`config.mk`:
```
export PLATFORM = sky130hd
export DESIGN_NAME = ttl_cen_sequencer
export DESIGN_NICKNAME = d
export VERILOG_FILES = /design/src/rtl/ttl_cen_sequencer.sv
export SDC_FILE = /design/constraint.sdc
export NUM_CORES = 1
export LEC_CHECK = 0
export CAP_MARGIN = 15
export CORE_MARGIN = 2
export CORE_UTILIZATION = 45
export CTS_BUF_LIST = sky130_fd_sc_hd__clkbuf_8
export CTS_CLUSTER_DIAMETER = 30
export DETAILED_ROUTE_END_ITERATION = 16
export PLACE_DENSITY = 0.66
export SYNTH_ARGS = -nofsm -noshare
export SYNTH_HDL_FRONTEND = slang
export SYNTH_SLANG_ARGS = --single-unit
```
`constraint.sdc`:
```
create_clock -name clk -period 5.67 [get_ports clk]
set_clock_uncertainty 0.2 [all_clocks]
set_input_delay 0.567 -clock clk [delete_from_list [all_inputs] [get_ports clk]]
set_output_delay 0.567 -clock clk [all_outputs]
set_load 0.02 [all_outputs]
```
`src/rtl/ttl_cen_sequencer.sv`:
```
// Fractional-rate clock-enable scheduler with phase strobes and board-level clear sequencing.
// Produces cen/cenb pulses from a num/den accumulator and holds clrn_out low for RST_HOLD cen pulses.
module ttl_cen_sequencer #(
  parameter int unsigned ACC_W    = 16,
  parameter int unsigned NPH      = 4,
  parameter int unsigned PH_W     = 2,
  parameter int unsigned RST_HOLD = 16
) (
  input  logic             clk,
  input  logic             rst,
  input  logic             enable,
  input  logic [ACC_W-1:0] num,
  input  logic [ACC_W-1:0] den,
  input  logic             soft_rst_req,
  output logic             cen,
  output logic             cenb,
  output logic [NPH-1:0]   phase,
  output logic [PH_W-1:0]  phase_idx,
  output logic             clrn_out,
  output logic             ready,
  output logic             cfg_err
);

  localparam int unsigned HC_W = 8;

  typedef enum logic {HOLD, RUN} state_t;

  state_t            state, state_nx;
  logic [ACC_W-1:0]  acc, acc_nx;
  logic [HC_W-1:0]   hold_cnt, hold_nx;
  logic [PH_W-1:0]   idx_nx;
  logic [NPH-1:0]    phase_nx;
  logic              cen_nx, cenb_nx, cfg_err_nx, clrn_nx;
  logic              run_en, wrap;
  logic [ACC_W:0]    sum;
  logic [ACC_W-1:0]  half;

  // State and datapath registers; every output is taken straight from a flop.
  always_ff @(posedge clk or negedge rst) begin
    if (!rst) begin
      state     <= HOLD;
      acc       <= '0;
      hold_cnt  <= '0;
      phase_idx <= '0;
      phase     <= '0;
      cen       <= 1'b0;
      cenb      <= 1'b0;
      cfg_err   <= 1'b0;
      clrn_out  <= 1'b0;
      ready     <= 1'b0;
    end else begin
      state     <= state_nx;
      acc       <= acc_nx;
      hold_cnt  <= hold_nx;
      phase_idx <= idx_nx;
      phase     <= phase_nx;
      cen       <= cen_nx;
      cenb      <= cenb_nx;
      cfg_err   <= cfg_err_nx;
      clrn_out  <= clrn_nx;
      ready     <= clrn_nx;
    end
  end

  // Next-state, accumulator step and phase/clear sequencing.
  always_comb begin
    run_en     = enable & ~cfg_err;
    sum        = {1'b0, acc} + {1'b0, num};
    half       = den >> 1;
    wrap       = (sum >= {1'b0, den});
    state_nx   = state;
    acc_nx     = acc;
    hold_nx    = hold_cnt;
    idx_nx     = phase_idx;
    phase_nx   = '0;
    cen_nx     = 1'b0;
    cenb_nx    = 1'b0;
    cfg_err_nx = (num == '0) | (den == '0) | ({num, 1'b0} > {1'b0, den});

    if (run_en) begin
      acc_nx  = wrap ? ACC_W'(sum - {1'b0, den}) : ACC_W'(sum);
      cen_nx  = wrap;
      cenb_nx = (acc < half) && (sum >= {1'b0, half}) && !wrap;
      if (wrap) begin
        phase_nx = NPH'(1) << phase_idx;
        idx_nx   = (phase_idx == PH_W'(NPH - 1)) ? '0 : phase_idx + PH_W'(1);
      end
    end

    case (state)
      HOLD: begin
        // Count delivered cen pulses; soft reset requests are ignored here.
        if (run_en && cen) begin
          if (hold_cnt == HC_W'(RST_HOLD - 1)) begin
            state_nx = RUN;
            hold_nx  = '0;
          end else begin
            hold_nx  = hold_cnt + HC_W'(1);
          end
        end
      end
      RUN: begin
        if (soft_rst_req) begin
          state_nx = HOLD;
          idx_nx   = '0;
          hold_nx  = '0;
        end
      end
      default: state_nx = HOLD;
    endcase

    clrn_nx = (state_nx == RUN);
  end

endmodule
```
==> results.cfg <==
[synth]
netlist.area_leader.share_pct = 24.7
synth_top_cell_by_area = ha_1
synthDistinctLibCells = 66
yosys-top-cells-area = ha_1, dfrtp_1, o21ai_0
synthSimpleGateAreaFrac_pct = 19.2
synth.most_common_cell = ha_1
synth_mux_area_share_pct = 3.41
synth_seq_cells = 34
async_flop_share_pct = 100
yosys.area_share.adder_pct = 25.6
synth-compound-area-share_pct = 22.4
synth_edf_count = 0
syn-cell-area_sq_mm = 0.00411
ys.flop_type = dfrtp_1
synth_nets = 593
synth_top_family_by_area = adder cells
yosys_warnings = 0
yosysSeqAreaShare_pct = 20.7
synth_xor_area_share_pct = 5.11
ys_top_cells_by_count = ha_1, nand2_1, dfrtp_1, o21ai_0, nor2_1
synth_cells = 474
syn_area_per_cell_sq_um = 8.67

[placed_design]
port-buffer-count = 46
hpwl_um = 9080
gp_congestion = 0.887
place_area_sq_mm = 0.00468
dp_cells = 621

[setup_path]
critPathSlowestCell = or4_2
r2r_slack_ps = 1050
cp-end-kind = flop
crit_arrival_ps = 4990
critical-path-top-delay-family = compound AO/OA/AOI/OAI gates
crit_chain = clkdlybuf4s50_1 > ha_1 > a211oi_1 > o21a_1 > o21ai_0 > a31o_2 > a21oi_1 > xnor2_1 > ha_1 > and3_1 > nand4_1 > o211a_4 > nor3b_4 > nor4_4 > buf_12 > or4_2 > a21boi_1
slowest_delay_ps = 540
crit_type = input pin to flop
critPathLaunchType = input pin
cpMostUsedCell = ha_1
cp.required_ps = 5690
timing.critical_path.buf_inv = 2
cp_max_fo = 24

[die]
initial_core_util_pct = 46.7
rows = 34
dieArea_sq_mm = 0.00991
die_w_um = 99.6
core_sq_mm = 0.00881
die_h_um = 99.6
ios = 47

[timing]
slew_viol_final = 0
min_period_ps = 4970
fin_tns_setup_ps = 0
setup_violations = 0
fin_crit_sh_pct = 87.6
rsz0062_at_grt = false
hold_viol_final = 0
fmax_ghz = 0.201
tightest_slew_ps = 789
relSlewSlack_pct = 47.4

[clock_network]
hold_buffers = 0
clk_root_buffer_cell = clkbuf_8
clock_path_buffers = 2
post_cts.repair.setup_buffers = 0
clk_pin_slew_ps = 90
cts_num_sinks = 34
post_cts_resized = 0
htree_levels = 2
clkLatencyLatePin_ps = 300
cts-buffers-inserted = 5
cts_tree = done

[cells_and_area]
register_area_sq_um = 851
syn2layout_area_growth_pct = 17.1
nNetsFinal = 639
multiInputGateArea_sq_mm = 0.00312
n_fill_cell = 792
final_area_sq_mm = 0.00481
stdcell_count = 629
drive_gt1_share_pct = 6.14
diodes = 0

[global_routing]
grt.overflow.total = 0
grt-busiest-layer = met2
grt_usage_pct = 23.9
antenna_found_initial = 0
grt_start_max_net_pins = 35
grtUsageMet3_pct = 4.57
grt_pass1_vias = 3663
grt_use_met2_pct = 36.2
grt_use_met1_pct = 34.4
grt_pass1_wl_um = 19000

[pwr]
powerDensity_mw_per_mm2 = 600
leakage_nw = 2.25
p_total_mw = 2.89
peakVddDrop_v = 0.000346

[routing]
drc = 0
antenna_left = 0
drt_iter0_drc = 203
first_pass_iters = 5
wl_per_cell_um = 17.6
routed_via_density = 5.94
drt_wl_total_um = 11000
vias = 3735

[status]
status = finished, final reports clean

[hold_path]
hold_path_class = input pin to async pin

[flow_run]
drv_cap = 0
==> area by class of cell <==
type	count	share of cell area, %
well taps	108	2.81
flip-flops and latches	34	17.7
multi-input cells	407	64.8
clock inverters	3	1.43
repair buffers	48	10.0
clock buffers	5	1.43
inverters	24	1.87
==> metrics by stage <==
stage | worst slack (ps) | hold slack [ps] | utilization [%]
5_1_grt | 396 | 233 | 54.7
4_1_cts | 744 | 185 | 54.7
3_3_place_gp | 572 | 296 | 53.1
6_report | 703 | 147 | 54.7
2_1_floorplan | 1250 | 71.4 | -
3_5_place_dp | 424 | 300 | 53.1
==> final timing paths <==
kind | end | startpoint | cells past startpoint
max | phase_idx[0] | num[1] | 17
min reg2reg | hold_cnt[0] | hold_cnt[0] | 1
max reg2reg | phase_idx[0] | acc[1] | 16
max in group asynchronous | hold_cnt[7] | rst | 1
min | acc[6] | rst | 1
min in group clk | hold_cnt[0] | hold_cnt[0] | 1
==> metal layers <==
| layer | routed length (um) | part of all wire (%) | up-vias |
|---|---|---|---|
| met2 | 4750 | 43 | 75 |
| li1 | - | - | 1879 |
| met1 | 5480 | 50 | 1759 |
| met4 | 323 | 2.9 | 0 |
| met5 | 0 | 0 | - |
| met3 | 490 | 4.4 | 22 |
==> power by group <==
part	internal, mW	total, mW	switching [mW]	leakage (nW)
Sequential	0.323	0.406	0.0836	0.438
Clock	0.176	0.277	0.100	0.0683
Combinational	0.996	2.21	1.21	1.74
Total	1.49	2.89	1.39	2.25
==> registers in the layout, indices dropped and copies added, names as in the netlist <==
signal	cells
acc	16
hold_cnt	8
phase	4
phase_idx	2
cen	1
cenb	1
cfg_err	1
state	1
==> cells by family (layout without fill, tap and decap cells) <==
group	Yosys count	count (layout)
AOI/OAI and AO/OA	138	138
buffers and inverters	33	80
and+or+nand+nor	148	148
DFF	34	34
adders and majority gates	83	83
xor gates and xnor gates	24	24
muxes	14	14
==> placed cells by master, fill, tap and decap left out, drive strengths merged, types with 3 or more instances in the layout <==
| cell type | instances |
|---|---|
| nand2 | 36 |
| o21ai | 47 |
| and3 | 6 |
| and2 | 5 |
| or3 | 3 |
| a21oi | 25 |
| nand4 | 13 |
| clkbuf | 5 |
| nor3 | 10 |
| xor2 | 8 |
| mux2i | 14 |
| o21a | 10 |
| dfrtp | 34 |
| ha | 81 |
| nor2b | 9 |
| a31oi | 3 |
| nor2 | 26 |
| a21o | 16 |
| a211oi | 9 |
| clkdlybuf4s50 | 45 |
| buf | 3 |
| nand3 | 13 |
| nor4 | 9 |
| xnor2 | 16 |
| inv | 24 |
| nand2b | 8 |
| o311ai | 4 |
No activity file was read; power rests on OpenSTA's default activity.
